`config.mk`:
```
export PLATFORM = sky130hd
export DESIGN_NAME = wb_cmd_master
export DESIGN_NICKNAME = d
export VERILOG_FILES = /design/src/rtl/wb_cmd_master.sv
export SDC_FILE = /design/constraint.sdc
export NUM_CORES = 1
export LEC_CHECK = 0
export ABC_AREA = 1
export CORE_MARGIN = 2
export CORE_UTILIZATION = 40
export CTS_BUF_LIST = sky130_fd_sc_hd__clkbuf_8
export DETAILED_ROUTE_END_ITERATION = 8
export GPL_TIMING_DRIVEN = 1
export PLACE_DENSITY = 0.66
export SETUP_SLACK_MARGIN = 0.02
export SYNTH_ARGS = -nofsm -noshare
export SYNTH_HDL_FRONTEND = slang
export SYNTH_SLANG_ARGS = --single-unit
```
`constraint.sdc`:
```
create_clock -name clk -period 3 [get_ports clk]
set_input_delay 0.6 -clock clk [delete_from_list [all_inputs] [get_ports clk]]
set_output_delay 0.6 -clock clk [all_outputs]
set_load 0.02 [all_outputs]
```
`src/rtl/wb_cmd_master.sv`:
```
// wb_cmd_master: turns a byte-stream command protocol into single-beat
// Wishbone B4 pipelined accesses and returns status/read data as bytes.
// Commands are little-endian: 0x01 A0..A3 D0..D3 (write), 0x02 A0..A3 (read).
// Responses: 0x06 write ok, 4 data bytes for a read, 0x15 bus error/timeout,
// 0x3F unknown opcode.
module wb_cmd_master #(
  parameter int TIMEOUT = 1024,
  parameter int ADDR_W  = 32
) (
  input  logic              clk,
  input  logic              rst,
  input  logic [7:0]        rx_data,
  input  logic              rx_valid,
  output logic              rx_ready,
  output logic [7:0]        tx_data,
  output logic              tx_valid,
  input  logic              tx_ready,
  output logic              wb_cyc,
  output logic              wb_stb,
  output logic              wb_we,
  output logic [3:0]        wb_sel,
  output logic [ADDR_W-1:0] wb_adr,
  output logic [31:0]       wb_dat_o,
  input  logic [31:0]       wb_dat_i,
  input  logic              wb_ack,
  input  logic              wb_err,
  input  logic              wb_stall,
  output logic              busy
);

  // The timeout counter only has to reach TIMEOUT-1.
  localparam int            TW    = (TIMEOUT > 2) ? $clog2(TIMEOUT) : 1;
  localparam logic [TW-1:0] TLAST = TW'(TIMEOUT - 1);

  localparam logic [7:0] OP_WRITE = 8'h01;
  localparam logic [7:0] OP_READ  = 8'h02;
  localparam logic [7:0] RSP_ACK  = 8'h06;
  localparam logic [7:0] RSP_NAK  = 8'h15;
  localparam logic [7:0] RSP_BAD  = 8'h3F;

  typedef enum logic [2:0] {
    S_IDLE,
    S_ADDR,
    S_WDATA,
    S_BUS,
    S_RESP,
    S_RDATA
  } state_t;

  state_t        state_reg, state_next;
  logic [1:0]    cnt_reg, cnt_next;
  logic [1:0]    cnt_plus;
  logic [TW-1:0] tcnt_reg, tcnt_next;
  logic          we_reg, we_next;
  logic          cyc_reg, cyc_next;
  logic          stb_reg, stb_next;
  logic [3:0]    sel_reg, sel_next;
  logic [31:0]   adr_reg, adr_next;
  logic [31:0]   dat_o_reg, dat_o_next;
  logic [31:0]   rdat_reg, rdat_next;
  logic [7:0]    tx_data_reg, tx_data_next;
  logic          tx_valid_reg, tx_valid_next;
  logic          rx_ready_reg, rx_ready_next;

  logic          rx_fire;
  logic          tx_fire;

  assign rx_fire = rx_valid && rx_ready_reg;
  assign tx_fire = tx_valid_reg && tx_ready;

  // Next-state and next-output logic; every register holds unless a case below moves it.
  always_comb begin
    state_next    = state_reg;
    cnt_next      = cnt_reg;
    tcnt_next     = tcnt_reg;
    we_next       = we_reg;
    cyc_next      = cyc_reg;
    stb_next      = stb_reg;
    sel_next      = sel_reg;
    adr_next      = adr_reg;
    dat_o_next    = dat_o_reg;
    rdat_next     = rdat_reg;
    tx_data_next  = tx_data_reg;
    tx_valid_next = tx_valid_reg;
    cnt_plus      = cnt_reg + 2'd1;

    case (state_reg)
      S_IDLE: begin
        if (rx_fire) begin
          if (rx_data == OP_WRITE || rx_data == OP_READ) begin
            we_next    = (rx_data == OP_WRITE);
            cnt_next   = 2'd0;
            state_next = S_ADDR;
          end else begin
            tx_data_next  = RSP_BAD;
            tx_valid_next = 1'b1;
            state_next    = S_RESP;
          end
        end
      end

      S_ADDR: begin
        if (rx_fire) begin
          adr_next[{cnt_reg, 3'b000} +: 8] = rx_data;
          cnt_next = cnt_plus;
          if (cnt_reg == 2'd3) begin
            if (we_reg) begin
              state_next = S_WDATA;
            end else begin
              // Reads start the bus cycle straight after the last address byte.
              cyc_next   = 1'b1;
              stb_next   = 1'b1;
              sel_next   = 4'hF;
              tcnt_next  = '0;
              state_next = S_BUS;
            end
          end
        end
      end

      S_WDATA: begin
        if (rx_fire) begin
          dat_o_next[{cnt_reg, 3'b000} +: 8] = rx_data;
          cnt_next = cnt_plus;
          if (cnt_reg == 2'd3) begin
            cyc_next   = 1'b1;
            stb_next   = 1'b1;
            sel_next   = 4'hF;
            tcnt_next  = '0;
            state_next = S_BUS;
          end
        end
      end

      S_BUS: begin
        tcnt_next = tcnt_reg + TW'(1);
        // The request is taken on the first edge the slave is not stalling.
        if (stb_reg && !wb_stall) begin
          stb_next = 1'b0;
        end
        // err is checked first so it wins over a simultaneous ack.
        if (wb_err) begin
          cyc_next      = 1'b0;
          stb_next      = 1'b0;
          tx_data_next  = RSP_NAK;
          tx_valid_next = 1'b1;
          state_next    = S_RESP;
        end else if (wb_ack) begin
          cyc_next      = 1'b0;
          stb_next      = 1'b0;
          tx_valid_next = 1'b1;
          if (we_reg) begin
            tx_data_next = RSP_ACK;
            state_next   = S_RESP;
          end else begin
            rdat_next    = wb_dat_i;
            cnt_next     = 2'd0;
            tx_data_next = wb_dat_i[7:0];
            state_next   = S_RDATA;
          end
        end else if (tcnt_reg == TLAST) begin
          // Abandon the cycle; a late ack lands in IDLE where it is ignored.
          cyc_next      = 1'b0;
          stb_next      = 1'b0;
          tx_data_next  = RSP_NAK;
          tx_valid_next = 1'b1;
          state_next    = S_RESP;
        end
      end

      S_RESP: begin
        if (tx_fire) begin
          tx_valid_next = 1'b0;
          state_next    = S_IDLE;
        end
      end

      S_RDATA: begin
        if (tx_fire) begin
          if (cnt_reg == 2'd3) begin
            cnt_next      = 2'd0;
            tx_valid_next = 1'b0;
            state_next    = S_IDLE;
          end else begin
            cnt_next     = cnt_plus;
            tx_data_next = rdat_reg[{cnt_plus, 3'b000} +: 8];
          end
        end
      end

      default: begin
        state_next = S_IDLE;
      end
    endcase

    // The receiver is only open while a command is being collected.
    rx_ready_next = (state_next == S_IDLE) || (state_next == S_ADDR) ||
                    (state_next == S_WDATA);
  end

  // State and output registers; reset also discards any partial command.
  always_ff @(posedge clk) begin
    if (rst) begin
      state_reg    <= S_IDLE;
      cnt_reg      <= 2'd0;
      tcnt_reg     <= '0;
      we_reg       <= 1'b0;
      cyc_reg      <= 1'b0;
      stb_reg      <= 1'b0;
      sel_reg      <= 4'h0;
      adr_reg      <= 32'h0;
      dat_o_reg    <= 32'h0;
      rdat_reg     <= 32'h0;
      tx_data_reg  <= 8'h0;
      tx_valid_reg <= 1'b0;
      rx_ready_reg <= 1'b0;
    end else begin
      state_reg    <= state_next;
      cnt_reg      <= cnt_next;
      tcnt_reg     <= tcnt_next;
      we_reg       <= we_next;
      cyc_reg      <= cyc_next;
      stb_reg      <= stb_next;
      sel_reg      <= sel_next;
      adr_reg      <= adr_next;
      dat_o_reg    <= dat_o_next;
      rdat_reg     <= rdat_next;
      tx_data_reg  <= tx_data_next;
      tx_valid_reg <= tx_valid_next;
      rx_ready_reg <= rx_ready_next;
    end
  end

  // The command always carries 32 address bits; fit them to the bus width.
  generate
    if (ADDR_W <= 32) begin : g_adr_narrow
      assign wb_adr = adr_reg[ADDR_W-1:0];
    end else begin : g_adr_wide
      assign wb_adr = {{(ADDR_W-32){1'b0}}, adr_reg};
    end
  endgenerate

  assign wb_cyc   = cyc_reg;
  assign wb_stb   = stb_reg;
  assign wb_we    = we_reg;
  assign wb_sel   = sel_reg;
  assign wb_dat_o = dat_o_reg;
  assign tx_data  = tx_data_reg;
  assign tx_valid = tx_valid_reg;
  assign rx_ready = rx_ready_reg;
  assign busy     = (state_reg != S_IDLE);

endmodule

```
==> metrics.md, run 1 <==
| Metric | Value |
|---|---|
| Clock sinks | 125 |
| Cell Rows | 43 |
| Die Y | 124 um |
| Commonest non-fill, non-tap cell in the layout | nand2_1 |
| Critical Path Start | state_reg[2] |
| Crit path cell chain | inv_2 > nand2_2 > clkdlybuf4s50_1 |
| Skew final | 7.39 ps |
| Number of fill cells | 1,412 |
| Die Area | 0.0155 mm2 |
| Most frequent cells in the layout | nand2_1, nor2_1, clkdlybuf4s50_1 |
| Initial Utilization | 41.3% |
| Internal power | 2920 uW |
| Slowest-stage cell, CP | clkdlybuf4s50_1 |
| Cells after Synth | 834 |
| Hold Path Depth | 2 |
| Max-Cap Viols | 0 |
| DRC | 0 |
| Fraction of registers with async set/reset | 0% |
| Syn Area/Cell | 6.95 um2 |
| Netlist cell types | 35 |
| Number of synthesized flops with an enable pin | 0 |
| # nets final | 1,002 |
| Fmax | 394 MHz |
| CTS max path bufs | 2 |
| RePlAce Congestion | 0.893 |
| Largest net degree at the start of global routing | 51 |
| Antenna-violating nets left | 0 |
| Sequential fraction of the synthesis area | 43.2% |
| Clk network pwr share | 47.1% |
| Share of layout cells above drive strength 1 | 8.73% |
| Final setup TNS | 0 ps |
| Finished Layout Cells | 1,142 |
| Clk Latency, worst-skew pair | 450 ps |
| Pins Over Slew Limit | 0 |
| Root Buffer Master | clkbuf_8 |
| Min Tclk post-route | 2540 ps |
| Worst Reg-to-Reg Cells | 7 |
| VDD IR max | 0.000252 V |
| Post-CTS setup buffer count | 0 |
| RR Endpoint | wb_dat_o[20] |
| Critical path startpoint category | flip-flop |
| I/O pins | 129 |
| PostCTS Resize Cnt | 0 |
| CP peak stage delay | 610 ps |
| CP max FO | 9 |
| Power share of the combinational group | 8.3% |
| Worst Setup EP | busy |
| DRT iter0 DRCs | 431 |
| Max_slew headroom | 58.0% |
| Floorplan core area | 0.0140 mm2 |
| Post-Syn Nets | 887 |
| Ant. Diodes | 0 |
| Synthesized area | 0.00580 mm2 |
| Final setup vio count | 0 |
| Required time of the critical path | 2400 ps |
| P_leak | 0.00310 uW |
| Vias/cell | 4.94 |
| Crit path arrival time | 1940 ps |
| Crit. End Element | primary output |
| Setup CP Type | flip-flop to primary output |
| Worst Hold Class | flip-flop to flip-flop |
| Routed len/inst | 14.0 um |
| RSZ-0062 raised after global routing | false |
| Syn-to-layout area delta | 31.4% |
| R2R setup slack | 640 ps |
| Routed WL | 15,900 um |
| CTS Buf Count | 17 |
| Endpoints failing hold | 0 |
| H-tree depth | 4 |
| Pre-antenna DRT Iters | 5 |
| # hold bufs at CTS | 0 |
| Synth Flop Type | dfxtp_1 |
| Net Sw Frac | 23.4% |
| Die width | 124 um |
| Port-buffer cells | 128 |
| First-pass GRT wire length | 26,000 um |
| Via count | 5,641 |
| Total track usage | 20.4% |
| HPWL after DPL | 11,400 um |
| Sequential power share | 44.5% |
| Design Power | 3810 uW |
| Yosys Warn Count | 0 |
| Pwr Density | 499 mW/mm2 |
| Synthesized flop and latch total | 125 |
| Status | finished, final reports clean |
| Period utilization | 84.6% |
| Worst slew pin tran | 629 ps |
| TritonCTS clock tree | built |
| Initial antenna violation count | 0 |
| Switch Pwr | 890 uW |
| Vias in the first global route | 5,230 |
| Dpl cells | 1,110 |
| CTS clk-pin slew, worst paths | 70 ps |
| GRT overflow | 0 |
| R2r startpoint | cnt_reg[1] |
==> area by class of cell <==
class                           instances  area [um2]  area share, %
Clock inverter                         13         219           2.87
Tap cell                              180         225           2.96
Sequential cell                       125        2500           32.8
Inverter                               68         265           3.48
Timing Repair Buffer                  135        1330           17.4
Clock buffer                           19         262           3.43
Multi-Input combinational cell        602        2820           37.0
==> Yosys cell counts, types with 7 or more instances <==
master,instances,share of area [%]
nor3_1,22,1.9
or2_2,7,0.76
nor2_1,144,9.3
a21oi_1,67,5.8
o211ai_1,8,1.0
inv_1,55,3.6
clkbuf_1,16,1.0
nand3_1,53,4.6
nand2_1,196,13
dfxtp_1,125,43
o21ai_0,60,5.2
nand4_1,7,0.76
inv_2,11,0.71
buf_2,9,0.78
==> how the worst min path moves through the flow <==
| stage | start | slack, ps | end |
|---|---|---|---|
| 4_1_cts | wb_cyc | 450 | wb_cyc |
| 6_report | wb_cyc | 450 | wb_cyc |
| 2_1_floorplan | rdat_reg[27] | 430 | rdat_reg[27] |
| 3_3_place_gp | wb_cyc | 440 | wb_cyc |
| 5_1_grt | wb_cyc | 470 | wb_cyc |
| 3_5_place_dp | wb_cyc | 440 | wb_cyc |
==> layer usage <==
layer  share of wire [%]  vias up  GRT usage [%]
met5                   0        -              0
met1                  49     2532           28.2
met3                 4.8       30           4.30
met4                 2.4        0           8.53
li1                    -     2912              -
met2                  44      167           30.7
==> worst max-delay path, delay by kind of cell, from the launching register on <==
kind | cells | cell delay [ps]
DFF | 1 | 590
buffers and inverters | 2 | 770
and+or+nand+nor | 1 | 130
==> power groups by stage <==
stage                     Combinational, uW  Sequential, uW  Clock [uW]
after global routing                    349            1700        1880
after global placement                  317            1730           0
after CTS                               319            1700        1820
after detailed placement                317            1730           0
after floorplan                         160            1750           0
final                                   318            1700        1790
==> cells by family after synthesis <==
kind of cell / share of synthesized area [%]
AO/OA/AOI/OAI: 12.8
adder cells (fa/ha/maj): 1.29
buffers and inverters: 8.22
flip-flops: 43.2
AND/OR/NAND/NOR: 34.5
==> through the flow <==
step / hold slack (ps) / cell area (um2) / worst slack [ps] / utilization, %
6_report: 448 / 7620 / 463 / 54.3
4_1_cts: 450 / 7620 / 426 / 54.3
3_5_place_dp: 439 / 7140 / 622 / 50.9
2_1_floorplan: 430 / 5800 / 976 / -
5_1_grt: 466 / 7620 / 361 / 54.3
3_3_place_gp: 438 / 7140 / 664 / 50.9
No activity file was read; power rests on OpenSTA's default activity.
==> run 2, diff against run 1 <==
==> constraint.sdc (replaced) <==
create_clock -name clk -period 2.35 [get_ports clk]
set_input_delay 0.47 -clock clk [delete_from_list [all_inputs] [get_ports clk]]
set_output_delay 0.47 -clock clk [all_outputs]
set_load 0.02 [all_outputs]
==> metrics.md, run 2 (synthesis gave the netlist of run 1 again) <==
| Metric | Value |
|---|---|
| RSZ-0062 raised after global routing | false |
| Final hold slack | 454 ps |
| Final setup TNS | 0 ps |
| Sequential power share | 49.8% |
| VDD IR max | 0.000291 V |
| H-tree depth | 4 |
| Total track usage | 20.3% |
| Clk network pwr share | 40.6% |
| Antenna-violating nets left | 0 |
| Fmax | 453 MHz |
| Switch Pwr | 1090 uW |
| CP max FO | 5 |
| Syn-to-layout area delta | 30.4% |
| CTS max path bufs | 2 |
| First-pass GRT wire length | 25,700 um |
| Clock sinks | 125 |
| Pwr Density | 574 mW/mm2 |
| P_leak | 0.00310 uW |
| Max-Cap Viols | 0 |
| Cell Area, Placed | 0.00720 mm2 |
| Commonest non-fill, non-tap cell in the layout | nand2_1 |
| Net Sw Frac | 25.2% |
| Initial Utilization | 41.3% |
| CTS clk-pin slew, worst paths | 70 ps |
| Largest net degree at the start of global routing | 61 |
| Endpoints failing hold | 0 |
| R2R setup slack | 350 ps |
| Die Area | 0.0155 mm2 |
| Worst slew pin tran | 671 ps |
| Vias in the first global route | 5,149 |
| Die Y | 124 um |
| Hold Path Depth | 2 |
| Status | finished, final reports clean |
| DRC | 0 |
| RePlAce Congestion | 0.898 |
| Critical path startpoint category | flip-flop |
| # hold bufs at CTS | 0 |
| HPWL after DPL | 11,300 um |
| Vias/cell | 4.91 |
| Floorplan core area | 0.0140 mm2 |
| Die width | 124 um |
| Port-buffer cells | 128 |
| Cell Rows | 43 |
| # nets final | 1,010 |
| Worst Hold Class | flip-flop to flip-flop |
| Final setup vio count | 0 |
| DRT iter0 DRCs | 380 |
| Worst Reg-to-Reg Cells | 7 |
| Setup CP Type | flip-flop to primary output |
| Skew final | 7.67 ps |
| CTS Buf Count | 17 |
| Share of layout cells above drive strength 1 | 9.08% |
| Pins Over Slew Limit | 0 |
| Max_slew headroom | 55.2% |
| Power share of the combinational group | 9.6% |
| Period utilization | 93.9% |
| I/O pins | 129 |
| Dpl cells | 1,118 |
| Final Instance Area | 0.00756 mm2 |
| Crit. End Element | primary output |
| Via count | 5,636 |
| Internal power | 3250 uW |
| Routed WL | 15,800 um |
| Number of fill cells | 1,446 |
| Clk Latency, worst-skew pair | 450 ps |
| Pre-antenna DRT Iters | 5 |
| Most frequent cells in the layout | nand2_1, nor2_1, clkdlybuf4s50_1 |
| Initial antenna violation count | 0 |
| Critical Path Start | state_reg[1] |
| Crit path arrival time | 1740 ps |
| TritonCTS clock tree | built |
| Design Power | 4340 uW |
| Min Tclk post-route | 2210 ps |
| GRT overflow | 0 |
| Routed len/inst | 13.8 um |
| Ant. Diodes | 0 |
| R2r startpoint | cnt_reg[1] |
| Root Buffer Master | clkbuf_8 |
| Worst hold start | rdat_reg[30] |
| RR Endpoint | wb_dat_o[16] |
| Finished Layout Cells | 1,149 |
| Required time of the critical path | 1880 ps |
| Hold Crit Endpoint | rdat_reg[30] |
==> run 2: cell types whose count changed in the layout (fill, tap and decap cells not counted) <==
| cell | previous run | this run |
|---|---|---|
| clkinv_2 | 4 | 5 |
| dfxtp_2 | 0 | 1 |
| clkinvlp_4 | 2 | 1 |
| dfxtp_1 | 125 | 124 |
| inv_1 | 56 | 60 |
| clkbuf_8 | 19 | 18 |
| buf_4 | 7 | 15 |
| bufinv_16 | 6 | 2 |
==> run 2: how the worst max path moves through the flow <==
stage / to / slack, ps / cells past startpoint
2_1_floorplan: wb_dat_o[20] / 330 / 10
3_3_place_gp: rx_ready / 210 / 11
3_5_place_dp: tcnt_reg[7] / 100 / 8
4_1_cts: busy / 40 / 3
5_1_grt: busy / 100 / 3
6_report: busy / 140 / 3
==> run 2: area by class of cell <==
cell class / count / area, um2 / share of cell area (%)
flip-flops and latches: 125 / 2500 / 33.1
clock buffers: 18 / 248 / 3.28
clock inverters: 13 / 111 / 1.47
repair buffers: 143 / 1390 / 18.4
multi-input cells: 602 / 2820 / 37.3
inverters: 68 / 265 / 3.51
well taps: 180 / 225 / 2.98
==> run 2: power by group through the flow <==
stage / Combinational (uW) / Clock (uW) / Sequential, uW
final: 416 / 1760 / 2160
after CTS: 415 / 1810 / 2160
after global placement: 412 / 0 / 2210
after floorplan: 204 / 0 / 2230
after global routing: 455 / 1900 / 2160
after detailed placement: 413 / 0 / 2210
==> run 2: metrics by stage <==
| stage | utilization (%) | setup WS (ps) |
|---|---|---|
| after floorplan | - | 326 |
| after global placement | 51.3 | 206 |
| after detailed placement | 51.3 | 104 |
| after CTS | 53.8 | 39.1 |
| after global routing | 53.8 | 97.7 |
| final | 53.8 | 144 |
==> run 2: worst max-delay path, cell delays in order, from the launching register on <==
cell and delay (ps):
dfxtp_2 370, nor2_2 240, nand2_2 120, clkdlybuf4s50_1 560
==> run 2: routing by layer <==
layer / global-route usage, % / wire (um) / vias up
met2: 31.6 / 7210 / 146
met4: 7.27 / 204 / 0
met5: 0 / 0 / -
li1: - / - / 2925
met3: 4.68 / 782 / 17
met1: 27.6 / 7610 / 2548
==> run 2: what timing repair did <==
item	CTS	global route
setup endpoints to repair	0	1
buffers inserted	0	0
resized for setup	0	1
==> run 3, diff against run 2 <==
--- a/config.mk
+++ b/config.mk
@@ -13,6 +13,7 @@
 export GPL_TIMING_DRIVEN = 1
 export PLACE_DENSITY = 0.66
 export SETUP_SLACK_MARGIN = 0.02
+export SKIP_LAST_GASP = 1
 export SYNTH_ARGS = -nofsm -noshare
 export SYNTH_HDL_FRONTEND = slang
 export SYNTH_SLANG_ARGS = --single-unit
==> results of run 3 <==
Final layout, timing and power as in run 2 (identical DEF).
